### src/rtl/alu_muldiv_seq.sv
// Iterative multiply / divide / remainder unit (shift-add multiplier, restoring divider).
// Optional macro ALU_MULDIV_SIGNED_EN selects two's complement DIV/REM and the ng flag.
module alu_muldiv_seq #(
    parameter int XLEN = 32,
    parameter int CW   = 6
) (
    input  logic            clk,
    input  logic            rst_n,
    input  logic            start,
    input  logic [3:0]      ALUFn,
    input  logic [XLEN-1:0] x,
    input  logic [XLEN-1:0] y,
    output logic            busy,
    output logic            done,
    output logic [XLEN-1:0] out,
    output logic            zero,
    output logic            ng,
    output logic            div_by_zero
);

    typedef enum logic [1:0] {
        S_IDLE = 2'd0,
        S_MUL  = 2'd1,
        S_DIV  = 2'd2,
        S_FIN  = 2'd3
    } state_t;

    typedef enum logic [1:0] {
        OP_MUL  = 2'd0,
        OP_DIV  = 2'd1,
        OP_REM  = 2'd2,
        OP_NONE = 2'd3
    } op_t;

    function automatic logic [XLEN-1:0] neg_if(input logic [XLEN-1:0] v, input logic n);
        return n ? ({XLEN{1'b0}} - v) : v;
    endfunction

    state_t          state_r, state_nxt;
    op_t             op_r, op_nxt, req_op_s;
    logic [CW-1:0]   cnt_r, cnt_nxt;
    // acc holds the product or the partial remainder; mcand holds the
    // multiplicand or divisor; mplier holds the multiplier or dividend/quotient.
    logic [XLEN-1:0] acc_r, acc_nxt;
    logic [XLEN-1:0] mcand_r, mcand_nxt;
    logic [XLEN-1:0] mplier_r, mplier_nxt;
    logic            negq_r, negq_nxt;
    logic            negr_r, negr_nxt;
    logic            x_neg_s, y_neg_s;
    logic [XLEN:0]   rem_w_s;
    logic [XLEN-1:0] rem_sub_s;
    logic            fin_load_s;
    logic [XLEN-1:0] fin_val_s;
    logic            fin_dbz_s;
    logic            fin_ng_s;

`ifdef ALU_MULDIV_SIGNED_EN
    assign x_neg_s  = x[XLEN-1];
    assign y_neg_s  = y[XLEN-1];
    assign fin_ng_s = fin_val_s[XLEN-1];
`else
    assign x_neg_s  = 1'b0;
    assign y_neg_s  = 1'b0;
    assign fin_ng_s = 1'b0;
`endif

    assign rem_w_s   = {acc_r, mplier_r[XLEN-1]};
    assign rem_sub_s = rem_w_s[XLEN-1:0] - mcand_r;

    // Decode the requested operation from the ALU function code.
    always_comb begin
        req_op_s = OP_NONE;
        case (ALUFn)
            4'b0101: req_op_s = OP_MUL;
            4'b0111: req_op_s = OP_DIV;
            4'b1001: req_op_s = OP_REM;
            default: req_op_s = OP_NONE;
        endcase
    end

    // Next-state and datapath step logic; fin_load marks the edge entering FIN.
    always_comb begin
        state_nxt  = state_r;
        op_nxt     = op_r;
        cnt_nxt    = cnt_r;
        acc_nxt    = acc_r;
        mcand_nxt  = mcand_r;
        mplier_nxt = mplier_r;
        negq_nxt   = negq_r;
        negr_nxt   = negr_r;
        fin_load_s = 1'b0;
        fin_val_s  = {XLEN{1'b0}};
        fin_dbz_s  = 1'b0;
        case (state_r)
            S_IDLE: begin
                if (start && (req_op_s != OP_NONE)) begin
                    op_nxt   = req_op_s;
                    cnt_nxt  = {CW{1'b0}};
                    acc_nxt  = {XLEN{1'b0}};
                    negq_nxt = x_neg_s ^ y_neg_s;
                    negr_nxt = x_neg_s;
                    if (req_op_s == OP_MUL) begin
                        mcand_nxt  = x;
                        mplier_nxt = y;
                        state_nxt  = S_MUL;
                    end else if (y == {XLEN{1'b0}}) begin
                        // Divide by zero skips the iterations entirely.
                        mcand_nxt  = y;
                        mplier_nxt = x;
                        state_nxt  = S_FIN;
                        fin_load_s = 1'b1;
                        fin_val_s  = (req_op_s == OP_DIV) ? {XLEN{1'b1}} : x;
                        fin_dbz_s  = 1'b1;
                    end else begin
                        mcand_nxt  = neg_if(y, y_neg_s);
                        mplier_nxt = neg_if(x, x_neg_s);
                        state_nxt  = S_DIV;
                    end
                end else begin
                    state_nxt = S_IDLE;
                end
            end
            S_MUL: begin
                if (mplier_r[0]) begin
                    acc_nxt = acc_r + mcand_r;
                end else begin
                    acc_nxt = acc_r;
                end
                mcand_nxt  = {mcand_r[XLEN-2:0], 1'b0};
                mplier_nxt = {1'b0, mplier_r[XLEN-1:1]};
                cnt_nxt    = cnt_r + CW'(1);
                if (cnt_r == CW'(XLEN - 1)) begin
                    state_nxt  = S_FIN;
                    fin_load_s = 1'b1;
                    fin_val_s  = acc_nxt;
                end else begin
                    state_nxt = S_MUL;
                end
            end
            S_DIV: begin
                if (rem_w_s >= {1'b0, mcand_r}) begin
                    acc_nxt    = rem_sub_s;
                    mplier_nxt = {mplier_r[XLEN-2:0], 1'b1};
                end else begin
                    acc_nxt    = rem_w_s[XLEN-1:0];
                    mplier_nxt = {mplier_r[XLEN-2:0], 1'b0};
                end
                cnt_nxt = cnt_r + CW'(1);
                if (cnt_r == CW'(XLEN - 1)) begin
                    state_nxt  = S_FIN;
                    fin_load_s = 1'b1;
                    fin_val_s  = (op_r == OP_DIV) ? neg_if(mplier_nxt, negq_r)
                                                  : neg_if(acc_nxt, negr_r);
                end else begin
                    state_nxt = S_DIV;
                end
            end
            S_FIN: begin
                state_nxt = S_IDLE;
            end
            default: begin
                state_nxt = S_IDLE;
            end
        endcase
    end

    // State, working registers and registered result/handshake outputs.
    always_ff @(posedge clk or negedge rst_n) begin
        if (!rst_n) begin
            state_r     <= S_IDLE;
            op_r        <= OP_MUL;
            cnt_r       <= {CW{1'b0}};
            acc_r       <= {XLEN{1'b0}};
            mcand_r     <= {XLEN{1'b0}};
            mplier_r    <= {XLEN{1'b0}};
            negq_r      <= 1'b0;
            negr_r      <= 1'b0;
            busy        <= 1'b0;
            done        <= 1'b0;
            out         <= {XLEN{1'b0}};
            zero        <= 1'b0;
            ng          <= 1'b0;
            div_by_zero <= 1'b0;
        end else begin
            state_r  <= state_nxt;
            op_r     <= op_nxt;
            cnt_r    <= cnt_nxt;
            acc_r    <= acc_nxt;
            mcand_r  <= mcand_nxt;
            mplier_r <= mplier_nxt;
            negq_r   <= negq_nxt;
            negr_r   <= negr_nxt;
            busy     <= (state_nxt != S_IDLE);
            done     <= (state_nxt == S_FIN);
            if (fin_load_s) begin
                out         <= fin_val_s;
                zero        <= (fin_val_s == {XLEN{1'b0}});
                ng          <= fin_ng_s;
                div_by_zero <= fin_dbz_s;
            end else begin
                out         <= out;
                zero        <= zero;
                ng          <= ng;
                div_by_zero <= div_by_zero;
            end
        end
    end

endmodule

### config.mk
export PLATFORM = sky130hd
export DESIGN_NAME = alu_muldiv_seq
export DESIGN_NICKNAME = d
export VERILOG_FILES = /design/src/rtl/alu_muldiv_seq.sv
export SDC_FILE = /design/constraint.sdc
export NUM_CORES = 1
export LEC_CHECK = 0
export CAP_MARGIN = 10
export CORE_MARGIN = 2
export CORE_UTILIZATION = 57
export CTS_CLUSTER_SIZE = 10
export DETAILED_ROUTE_END_ITERATION = 8
export HOLD_SLACK_MARGIN = 0.15
export PLACE_DENSITY = 0.78
export SLEW_MARGIN = 40
export SYNTH_ARGS = -nofsm -noshare
export SYNTH_HDL_FRONTEND = slang
export SYNTH_SLANG_ARGS = --single-unit
### constraint.sdc
create_clock -name clk -period 5.15 [get_ports clk]
set_input_delay 0.7725 -clock clk [delete_from_list [all_inputs] [get_ports clk]]
set_output_delay 0.7725 -clock clk [all_outputs]
set_load 0.005 [all_outputs]
After elaboration in Yosys (flattened, before gate mapping)

Index checks and enable logic that the tools add are counted.

Logic and storage cells: 75
Register bits: 142

Add/sub/neg operators: 3
Reductions and logical operators: 14
Equality and inequality tests: 12
$lt $le $gt $ge: 1
Mux-type cells: 34

Operators by type and width:

| kind                                                                   | count |
|---|---|
| 32-bit 2-to-1 mux                                                      | 14 |
| 32-bit case mux with 3 select lines                                    | 3 |
| 32-bit logical NOT                                                     | 2 |
| 32-bit case mux with 2 select lines                                    | 1 |
| 33-bit by 32-bit greater-or-equal comparator with 1-bit output         | 1 |
| 32-bit adder                                                           | 1 |
| 32-bit subtractor                                                      | 1 |
| 6-bit case mux with 2 select lines                                     | 1 |
| 4-bit by 3-bit equality test with 1-bit output (second input constant) | 2 |
| 1-bit 2-to-1 mux                                                       | 8 |
| 2-bit case mux with 4 select lines                                     | 1 |
| 2-bit AND reduction                                                    | 4 |
| 6-bit by 1-bit adder with 6-bit output (second input constant)         | 1 |
| 2-bit by 1-bit equality test with 1-bit output (second input constant) | 3 |
| 2-bit equality test (second input constant)                            | 3 |
| 6-bit by 5-bit equality test with 1-bit output (second input constant) | 1 |
| 2-bit 2-to-1 mux                                                       | 3 |
| 6-bit 2-to-1 mux                                                       | 1 |
| 2-bit case mux with 3 select lines                                     | 1 |
| 2-bit nonzero test                                                     | 3 |
| 4-bit equality test (second input constant)                            | 1 |
| 2-bit logical NOT                                                      | 2 |
| 2-bit inequality test (second input constant)                          | 2 |
| 3-bit nonzero test                                                     | 1 |
| 3 further kinds                                                        | 3 |

Longest topological paths before layout

Gate-level depths: netlist of run 1.

Word-level depth: 9
Gate-level depth with buffers: 16

Worst setup path after synthesis of run 1

Ideal clock, no wire load.

Path type: register -> register
From: reg acc_r[0]
To: reg zero
Library setup time: 0.104 ns
Required time: 5.046 ns
Cell stages (with the launch flop): 13
Clock period less this slack: 3.429 ns
Path slack: 1.721 ns
Data arrival time: 3.325 ns
Cells stage by stage: dfrtp_1 ha_1 fa_1 a21o_1 a221oi_1 nand3b_1 a31oi_1 a311oi_1 xor2_1 o221ai_1 nor4_1 nand4_1 o41ai_2

Word-level cells in the longest chain between the ends: 6

Ends and longest elaborated chain:

| item                                                                                                | line    | text |
|---|---|---|
| start, declared                                                                                     | 44      | `logic [XLEN-1:0] acc_r, acc_nxt;` |
| start signal, assigned                                                                              | 173     | `acc_r <= {XLEN{1'b0}};` |
| start signal, assigned                                                                              | 188     | `acc_r <= acc_nxt;` |
| 32-bit subtractor or 33-bit by 32-bit greater-or-equal comparator with 1-bit output (tied branches) | 68, 141 |  |
| 32-bit 2-to-1 mux or 1-bit 2-to-1 mux (tied branches)                                               | 141     | `if (rem_w_s >= {1'b0, mcand_r}) begin` |
| 32-bit 2-to-1 mux                                                                                   | 152     | `fin_val_s = (op_r == OP_DIV) ? neg_if(mplier_nxt, negq_r)` |
| 32-bit 2-to-1 mux                                                                                   | 149     | `if (cnt_r == CW'(XLEN - 1)) begin` |
| 32-bit case mux with 3 select lines *                                                               | 94      | `case (state_r)` |
| 32-bit logical NOT *                                                                                | 197     | `zero <= (fin_val_s == {XLEN{1'b0}});` |
| end signal, assigned                                                                                | 197     |  |
| end signal, assigned                                                                                | 202     | `zero <= zero;` |
| end, declared                                                                                       | 16      | `output logic zero,` |

Mark *: on every way between the ends. The rest lies on a longest branch, timed or not.
A chain may end at the register's enable or synchronous reset.

Worst setup path in the final report of run 1

From: reg mcand_r[12]
To: reg zero

Word-level cells in the longest chain between the ends: 6

Ends and longest elaborated chain:

| item                                                                                                | line    | text |
|---|---|---|
| start, declared                                                                                     | 45      | `logic [XLEN-1:0] mcand_r, mcand_nxt;` |
| start signal, assigned                                                                              | 174     | `mcand_r <= {XLEN{1'b0}};` |
| start signal, assigned                                                                              | 189     | `mcand_r <= mcand_nxt;` |
| 32-bit subtractor or 33-bit by 32-bit greater-or-equal comparator with 1-bit output (tied branches) | 68, 141 |  |
| 32-bit 2-to-1 mux or 1-bit 2-to-1 mux (tied branches)                                               | 141     |  |
| 32-bit 2-to-1 mux                                                                                   | 152     |  |
| 32-bit 2-to-1 mux                                                                                   | 149     |  |
| 32-bit case mux with 3 select lines *                                                               | 94      |  |
| 32-bit logical NOT *                                                                                | 197     |  |

Marks and branches as above.

==> results of run 1 <==
## per-layer routing
layer / wire [um] / GRT usage [%] / part of all wire (%)
met5: 0 / 0 / 0
met2: 19800 / 58.4 / 40
met3: 8120 / 13.8 / 16
met4: 1750 / 13.7 / 3.5
met1: 20300 / 61.3 / 41
## worst max-delay path by stage
stage / start / to / slack (ns) / cells past startpoint
after floorplan: acc_r[0] / zero / 1.72 / 12
after global placement: ALUFn[2] / zero / 0.64 / 13
after detailed placement: acc_r[7] / zero / 0.59 / 13
after CTS: acc_r[7] / zero / 0.58 / 13
after global routing: mcand_r[1] / zero / 0.17 / 14
final: mcand_r[12] / zero / 0.44 / 14
## state kept, by name (all words and copies together) (netlist names)
register	flops
acc_r	32
mcand_r	32
mplier_r	32
out	32
cnt_r	6
op_r	2
state_r	2
busy	1
div_by_zero	1
done	1
zero	1
## through the flow
stage                     total power, mW  hold slack [ns]  area, um^2  utilization, %  std cells
after floorplan                      2.11            0.465       12600               -       1671
after global placement               2.52            0.459       13900            63.7       1983
after detailed placement             2.53            0.464       13900            63.9       1985
after CTS                            3.84            0.343       14500            66.7       2017
after global routing                 4.04            0.358       14500            66.7       2017
final                                3.90            0.316       14500            66.7       2017
## cells in the mapped netlist (5+ instances only)
cell / number / area share, %
nand2_1: 277 / 8.3
a21oi_1: 194 / 7.7
o21ai_0: 168 / 6.7
nor2_1: 146 / 4.4
dfrtp_1: 142 / 28
clkbuf_1: 84 / 2.5
ha_1: 68 / 6.8
inv_1: 54 / 1.6
mux2i_1: 42 / 3.3
xnor2_1: 35 / 2.4
a221oi_1: 31 / 2.2
nand3_1: 27 / 1.1
nand4_1: 22 / 1.1
a21o_1: 21 / 1.3
a221o_1: 21 / 1.7
mux2_2: 19 / 1.7
xor2_1: 19 / 1.3
a22oi_1: 17 / 1.0
buf_1: 16 / 0.48
nor4_1: 16 / 0.80
and3_1: 15 / 0.75
nor3_1: 15 / 0.60
a211oi_1: 11 / 0.66
o21a_1: 11 / 0.66
o221ai_1: 11 / 0.77
o22ai_1: 11 / 0.55
o211ai_1: 10 / 0.60
o21bai_1: 10 / 0.60
and2_1: 9 / 0.45
nor2b_1: 9 / 0.45
o2111ai_1: 9 / 0.63
a31oi_1: 8 / 0.40
buf_2: 8 / 0.32
nand2b_1: 7 / 0.35
a22o_1: 6 / 0.42
o221a_2: 6 / 0.54
or2_2: 6 / 0.30
nand3b_1: 5 / 0.30
o31ai_1: 5 / 0.30
or3_1: 5 / 0.25
## cell usage in the layout, fill, tap and decap left out, types with 7 or more instances in the layout
| cell type | netlist | routed |
|---|---|---|
| ha_1 | 68 | 67 |
| o21a_1 | 11 | 11 |
| o22ai_1 | 11 | 11 |
| a211oi_1 | 11 | 11 |
| xnor2_1 | 35 | 35 |
| dfrtp_1 | 142 | 142 |
| buf_4 | 2 | 39 |
| o21ai_0 | 168 | 167 |
| nor2b_1 | 9 | 9 |
| a22oi_1 | 17 | 17 |
| clkbuf_16 | 0 | 17 |
| a31oi_1 | 8 | 8 |
| and3_1 | 15 | 14 |
| a221oi_1 | 31 | 31 |
| nand4_1 | 22 | 22 |
| o2111ai_1 | 9 | 9 |
| mux2_2 | 19 | 19 |
| o211ai_1 | 10 | 10 |
| nand2_1 | 277 | 277 |
| clkdlybuf4s50_1 | 0 | 105 |
| xor2_1 | 19 | 19 |
| nor3_1 | 15 | 15 |
| and2_1 | 9 | 9 |
| nand3_1 | 27 | 27 |
| a21oi_1 | 194 | 192 |
| nand2b_1 | 7 | 7 |
| o21bai_1 | 10 | 10 |
| inv_1 | 54 | 54 |
| nor2_1 | 146 | 142 |
| a221o_1 | 21 | 21 |
| o221ai_1 | 11 | 11 |
| a21o_1 | 21 | 21 |
| nor4_1 | 16 | 16 |
| mux2i_1 | 42 | 42 |
## cell families after synthesis
kind of cell	share of synthesized area, %
and+or+nand+nor	20.3
xor gates and xnor gates	3.77
adders and majority gates	7.09
buffers and inverters	5.32
muxes	5.05
DFF	28.3
AOI/OAI and AO/OA	30.1
other	0.0299
## power by group through the flow
stage / Clock [mW] / Sequential, mW / Combinational (mW)
finish: 1.32 / 1.45 / 1.13
global route: 1.36 / 1.45 / 1.23
global placement: 0 / 1.44 / 1.07
CTS: 1.32 / 1.43 / 1.09
floorplan: 0 / 1.35 / 0.765
detailed placement: 0 / 1.45 / 1.08
## area by class of cell
type | instances | area, um^2 | share of cell area [%]
Multi-Input combinational cell | 1360 | 8400 | 57.9
Timing Repair Buffer | 147 | 1400 | 9.63
Inverter | 56 | 210 | 1.45
Clock inverter | 14 | 170 | 1.17
Sequential cell | 142 | 3550 | 24.5
Clock buffer | 18 | 429 | 2.96
Tap cell | 280 | 350 | 2.41
==> summary.md, run 1 <==
| Metric | Value |
|---|---|
| Critical-path cell list | `inv_1 > ha_1 > nand4_1 > nor2_1 > a21boi_2 > nor4_4 > o21ai_2 > buf_4 > mux2i_1 > o221a_2 > nand4_1 > nor4_1 > nand4_1 > o41ai_2` |
| EDFF count, synth | `0` |
| Clock share of power | `between 30% and 40%` |
| Combinational power share | `around 29%` |
| Vias in the first global route | `13000` |
| DPL Wire Length | `37800 um` |
| Clock Pin Slew Worst Setup and Hold Paths | `0.08 ns` |
| GR Overflow Total | `0` |
| Core Region | `21800 um^2` |
| Most used cell, CP | `nand4_1` |
| Syn Nets | `about 1800` |
| Area delta synth->final | `15.5%` |
| Top delay family on crit path | `compound AO/OA/AOI/OAI gates` |
| Final WL | `about 50000 um` |
| Clock buffer depth | `2` |
| Crit path buffers/inverters | `2` |
| # DRC | `0` |
| Max_cap viols | `0` |
| Routed len/inst | `approximately 25 um` |
| Vias per inst | `roughly 6.9` |
| Clk root buf | `clkbuf_16` |
| Gr usage total | `around two fifths` |
| Leakage | `between 6 and 7 nW` |
| R2R cell count | `14` |
| Fin crit share | `approximately nine tenths` |
| Worst-margin pin slew | `roughly 0.9 ns` |
| CP Data Arrival Time | `just over 5 ns` |
| Primary FF master, synth | `dfrtp_1` |
| Final setup margin | `around 0.44 ns` |
| Sw Pwr | `~1.5 mW` |
| Max Freq | `approximately 210 MHz` |
| Outcome | `completed` |
| Cell-internal power | `roughly 2.4 mW` |
| Die width | `~150 um` |
| First-pass GRT wire length | `between 70000 and 80000 um` |
| Die Y | `152 um` |
| Die ar. | `approximately 23000 um^2` |
| Worst Clk Skew | `~0.015 ns` |
| Required @ worst endpoint | `between 5 and 6 ns` |
| Htree depth | `4` |
| Synth Cell Area | `between 10000 and 15000 um^2` |
| I/O pins | `between 100 and 150` |
| Register area share after synthesis | `between 20 and 30%` |
| CTS buffer count | `17` |
| Drt first pass iters | `8` |
| #FFs+latches synth | `roughly 140` |
| Synthesized instance count | `1671` |
| Clock latency on the worst-skew pair | `about 0.44 ns` |
| Final setup violating endpoints | `0` |
| N_diodes | `0` |
| Reg power frac | `a little under two fifths` |
| Post-CTS Hold Fix Bufs | `0` |
| Worst Hold Class | `input port to async pin` |
| Setup WS pre-CTS | `~0.6 ns` |
| Min Tclk post-route | `around 4.7 ns` |
| Slowest cell on the critical path | `o21ai_2` |
| Routability cong. | `~1.1` |
| Initial antenna violation count | `0` |
| Synth Warn # | `0` |
| Clock Sinks | `approximately 140` |
| Via count | `about 14000` |
| Avg Cell Area, Syn | `~7.5 um^2` |
| Critical path startpoint category | `flop` |
| Slew HR | `approximately two fifths` |
| R2R Setup Slk | `~0.44 ns` |
| Reg2reg end | `zero` |
| Final Max Slew Viols | `0` |
| DRT antenna net count | `0` |
| Setup TNS Final | `0 ns` |
| Share of layout cells above drive strength 1 | `between 7 and 8%` |
| Synth unique cells | `82` |
| Fillers | `roughly 1900` |
| Starting Density | `57.7%` |
| PortBufs | `about 110` |
| Nets | `1865` |
| Worst Path Max Fanout | `11` |
| RR Startpoint | `mcand_r[12]` |
| Post-cts sizing count | `0` |
| Sw frac | `between 30% and 40%` |
| Crit path largest cell delay | `between 0.5 and 0.6 ns` |
| Postcts setup bufs | `0` |
| Clock tree from TritonCTS | `yes` |
| Final hold vios | `0` |
| Crit Path Category | `flop to flop` |
| Crit end category | `flop` |
| RSZ-0062 raised after global routing | `false` |
| Pwr/cell area | `269 nW/um^2` |
| Largest net degree at the start of global routing | `65` |
| Drt first-iter violations | `1857` |
| Worst vdd ir | `roughly 0.23 mV` |
| Rows | `54` |
| Asr flop ratio synth | `100%` |
Power figures use the tool's default switching activity.
==> inputs of run 2 (changes only) <==
--- a/config.mk
+++ b/config.mk
@@ -7,11 +7,11 @@
 export LEC_CHECK = 0
 export CAP_MARGIN = 10
 export CORE_MARGIN = 2
-export CORE_UTILIZATION = 57
+export CORE_UTILIZATION = 50
 export CTS_CLUSTER_SIZE = 10
 export DETAILED_ROUTE_END_ITERATION = 8
 export HOLD_SLACK_MARGIN = 0.15
-export PLACE_DENSITY = 0.78
+export PLACE_DENSITY = 0.72
 export SLEW_MARGIN = 40
 export SYNTH_ARGS = -nofsm -noshare
 export SYNTH_HDL_FRONTEND = slang
==> constraint.sdc (replaced) <==
create_clock -name clk -period 4.1 [get_ports clk]
set_input_delay 0.615 -clock clk [delete_from_list [all_inputs] [get_ports clk]]
set_output_delay 0.615 -clock clk [all_outputs]
set_load 0.005 [all_outputs]
==> run 2 against run 1 <==
  * Sequential cell count stayed put
  * Via count up 0.62%
  * Global-route usage is 2.8 points lower
  * Clock power rose by 27%
  * Fmax increased by 19%
  * Sequential share of layout area down 1.5 points
  * Final cell count is 7.3% higher
  * Combinational power rose by 41%
  * Largest cell class unchanged
  * Highest routed layer unchanged
==> summary.md, run 2 (synthesis results as in run 1) <==
| Metric | Value |
|---|---|
| RSZ-0062 raised after global routing | `false (unchanged)` |
| Required @ worst endpoint | `4.43 ns (was 5.49 ns)` |
| Fin crit share | `96.2% (was 91.5%)` |
| I/O pins | `108 (unchanged)` |
| Routability cong. | `1.04 (was 1.06)` |
| Worst Hold Class | `input port to async pin (unchanged)` |
| CP Data Arrival Time | `4.28 ns (was 5.06 ns)` |
| Clock Pin Slew Worst Setup and Hold Paths | `0.08 ns (about the same)` |
| Min Tclk post-route | `3.95 ns (was 4.71 ns)` |
| Area delta synth->final | `23.2% (was 15.5%)` |
| Worst-margin pin slew | `0.766 ns (was 0.918 ns)` |
| Share of layout cells above drive strength 1 | `14.1% (was 7.48%)` |
| Final hold vios | `0 (unchanged)` |
| Final setup margin | `0.154 ns (was 0.439 ns)` |
| Worst Clk Skew | `0.0143 ns (was 0.0153 ns)` |
| Final WL | `52300 um (was 49900 um)` |
| Worst vdd ir | `0.257 mV (was 0.227 mV)` |
| # DRC | `0 (unchanged)` |
| Pwr/cell area | `328 nW/um^2 (was 269 nW/um^2)` |
| Placed insts | `2125 (was 1985)` |
| First-pass GRT wire length | `78200 um (was 76200 um)` |
| PortBufs | `106 (unchanged)` |
| Clock Sinks | `142 (unchanged)` |
| Vias in the first global route | `12800 (was 13000)` |
| Post-CTS Hold Fix Bufs | `0 (unchanged)` |
| Via count | `14100 (was 14000)` |
| Final Max Slew Viols | `0 (unchanged)` |
| GR Overflow Total | `0 (unchanged)` |
| DPL Wire Length | `40300 um (was 37800 um)` |
| Max_cap viols | `0 (unchanged)` |
| Commonest non-fill, non-tap cell in the layout | `nand2_1 (unchanged)` |
| Slew HR | `48.9% (was 38.6%)` |
| Starting Density | `50.5% (was 57.7%)` |
| Placed cell areas | `14700 um^2 (was 13900 um^2)` |
| Outcome | `completed (unchanged)` |
| Vias per inst | `6.51 (was 6.94)` |
| Clk root buf | `clkbuf_16 (unchanged)` |
| Die Y | `162 um (was 152 um)` |
| Htree depth | `4 (unchanged)` |
| Crit end category | `flop (unchanged)` |
| DRT antenna net count | `0 (unchanged)` |
| Most frequent cells in the layout | `nand2_1, a21oi_1, o21ai_0 (unchanged)` |
| Post-route insts no fill | `2165 (was 2017)` |
| Clock latency on the worst-skew pair | `0.44 ns (about the same)` |
| Clock tree from TritonCTS | `yes (unchanged)` |
| Crit Path Category | `flop to flop (unchanged)` |
| Nets | `1963 (was 1865)` |
| Clock buffer depth | `2 (unchanged)` |
| Setup WS pre-CTS | `-0.208 ns (was 0.586 ns)` |
| Die ar. | `26400 um^2 (was 23200 um^2)` |
| CTS buffer count | `17 (unchanged)` |
| Post-route cell area | `15500 um^2 (was 14500 um^2)` |
| Final setup violating endpoints | `0 (unchanged)` |
| Rows | `58 (was 54)` |
| N_diodes | `0 (unchanged)` |
| Drt first pass iters | `8 (unchanged)` |
| Drt first-iter violations | `2081 (was 1857)` |
| Leakage | `6.73 nW (was 6.23 nW)` |
| Largest net degree at the start of global routing | `74 (was 65)` |
| Core Region | `24900 um^2 (was 21800 um^2)` |
| Gr usage total | `39.2% (was 42.0%)` |
| Critical path startpoint category | `flop (unchanged)` |
| Routed len/inst | `24.2 um (was 24.7 um)` |
| Max Freq | `253 MHz (was 212 MHz)` |
| Worst Path Max Fanout | `8 (was 11)` |
| Initial antenna violation count | `0 (unchanged)` |
| Die width | `162 um (was 152 um)` |
run 2: cell types whose count changed in the layout (fill, tap and decap cells not counted), sizes merged:
cell	change
inv	+1
clkbuf	-1
buf	+98
run 2: routing by layer:
layer / wire length [um] / up-vias / GRT usage (%) / share of wire [%]
met1: 23000 / 6675 / 58.3 / 44
met4: 1170 / 0 / 9.41 / 2.2
li1: - / 6379 / - / -
met3: 6510 / 85 / 10.4 / 12
met2: 21600 / 951 / 56.4 / 41
met5: 0 / - / 0 / 0
run 2: repair_timing:
item                                    4_1_cts  5_1_grt
setup buffers                                 0        8
pin swaps                                     0       14
endpoints found under the hold margin         0        0
endpoints found under the setup margin        1        2
gates cloned                                  0        0
gates resized for setup                       5       37
run 2: worst max-delay path, stage by stage (launching register included):
cell and delay [ns]:
dfrtp_1 0.46, inv_1 0.09, ha_2 0.42, nand4_1 0.22, nor3_1 0.26, buf_4 0.19, and4b_2 0.27, a211oi_4 0.07
o21ai_4 0.13, buf_4 0.16, buf_4 0.13, buf_4 0.18, mux2_2 0.41, a221oi_4 0.33, o2111ai_1 0.21, o41ai_2 0.30
run 2: final timing paths:
path	from	to	slack (ns)	depth (start not counted)
worst min register to register	out[27]	out[27]	0.47	2
max in group asynchronous	rst_n	mcand_r[1]	2.88	2
worst min-delay path	rst_n	mplier_r[7]	0.16	1
worst max register to register	mcand_r[26]	zero	0.15	15
worst max-delay path	mcand_r[26]	zero	0.15	15
min in group clk	out[27]	out[27]	0.47	2
run 2: power breakdown:
group          switching (mW)  internal [mW]  total (mW)
clock network           0.763          0.919        1.68
logic                   0.959          0.634        1.59
registers               0.259           1.55        1.81
total                    1.98           3.10        5.09
run 2: final cells by class:
cell class | count | area (um^2)
Tap cell | 330 | 413
Timing Repair Buffer | 245 | 2140
Multi-Input combinational cell | 1360 | 8560
Fill cell | 2256 | 9410
Clock inverter | 15 | 170
Clock buffer | 17 | 425
Sequential cell | 142 | 3560
Inverter | 56 | 210
run 2: per-stage QoR:
stage | hold WS (ns) | TNS (ns) | power, mW | util (%)
final | 0.163 | 0 | 5.09 | 62.2
after global routing | 0.243 | 0 | 5.29 | 62.2
after CTS | 0.205 | 0 | 4.96 | 61.4
after detailed placement | 0.462 | -0.208 | 3.30 | 58.9
after global placement | 0.458 | -0.194 | 3.29 | 58.9
after floorplan | 0.319 | 0 | 2.66 | -
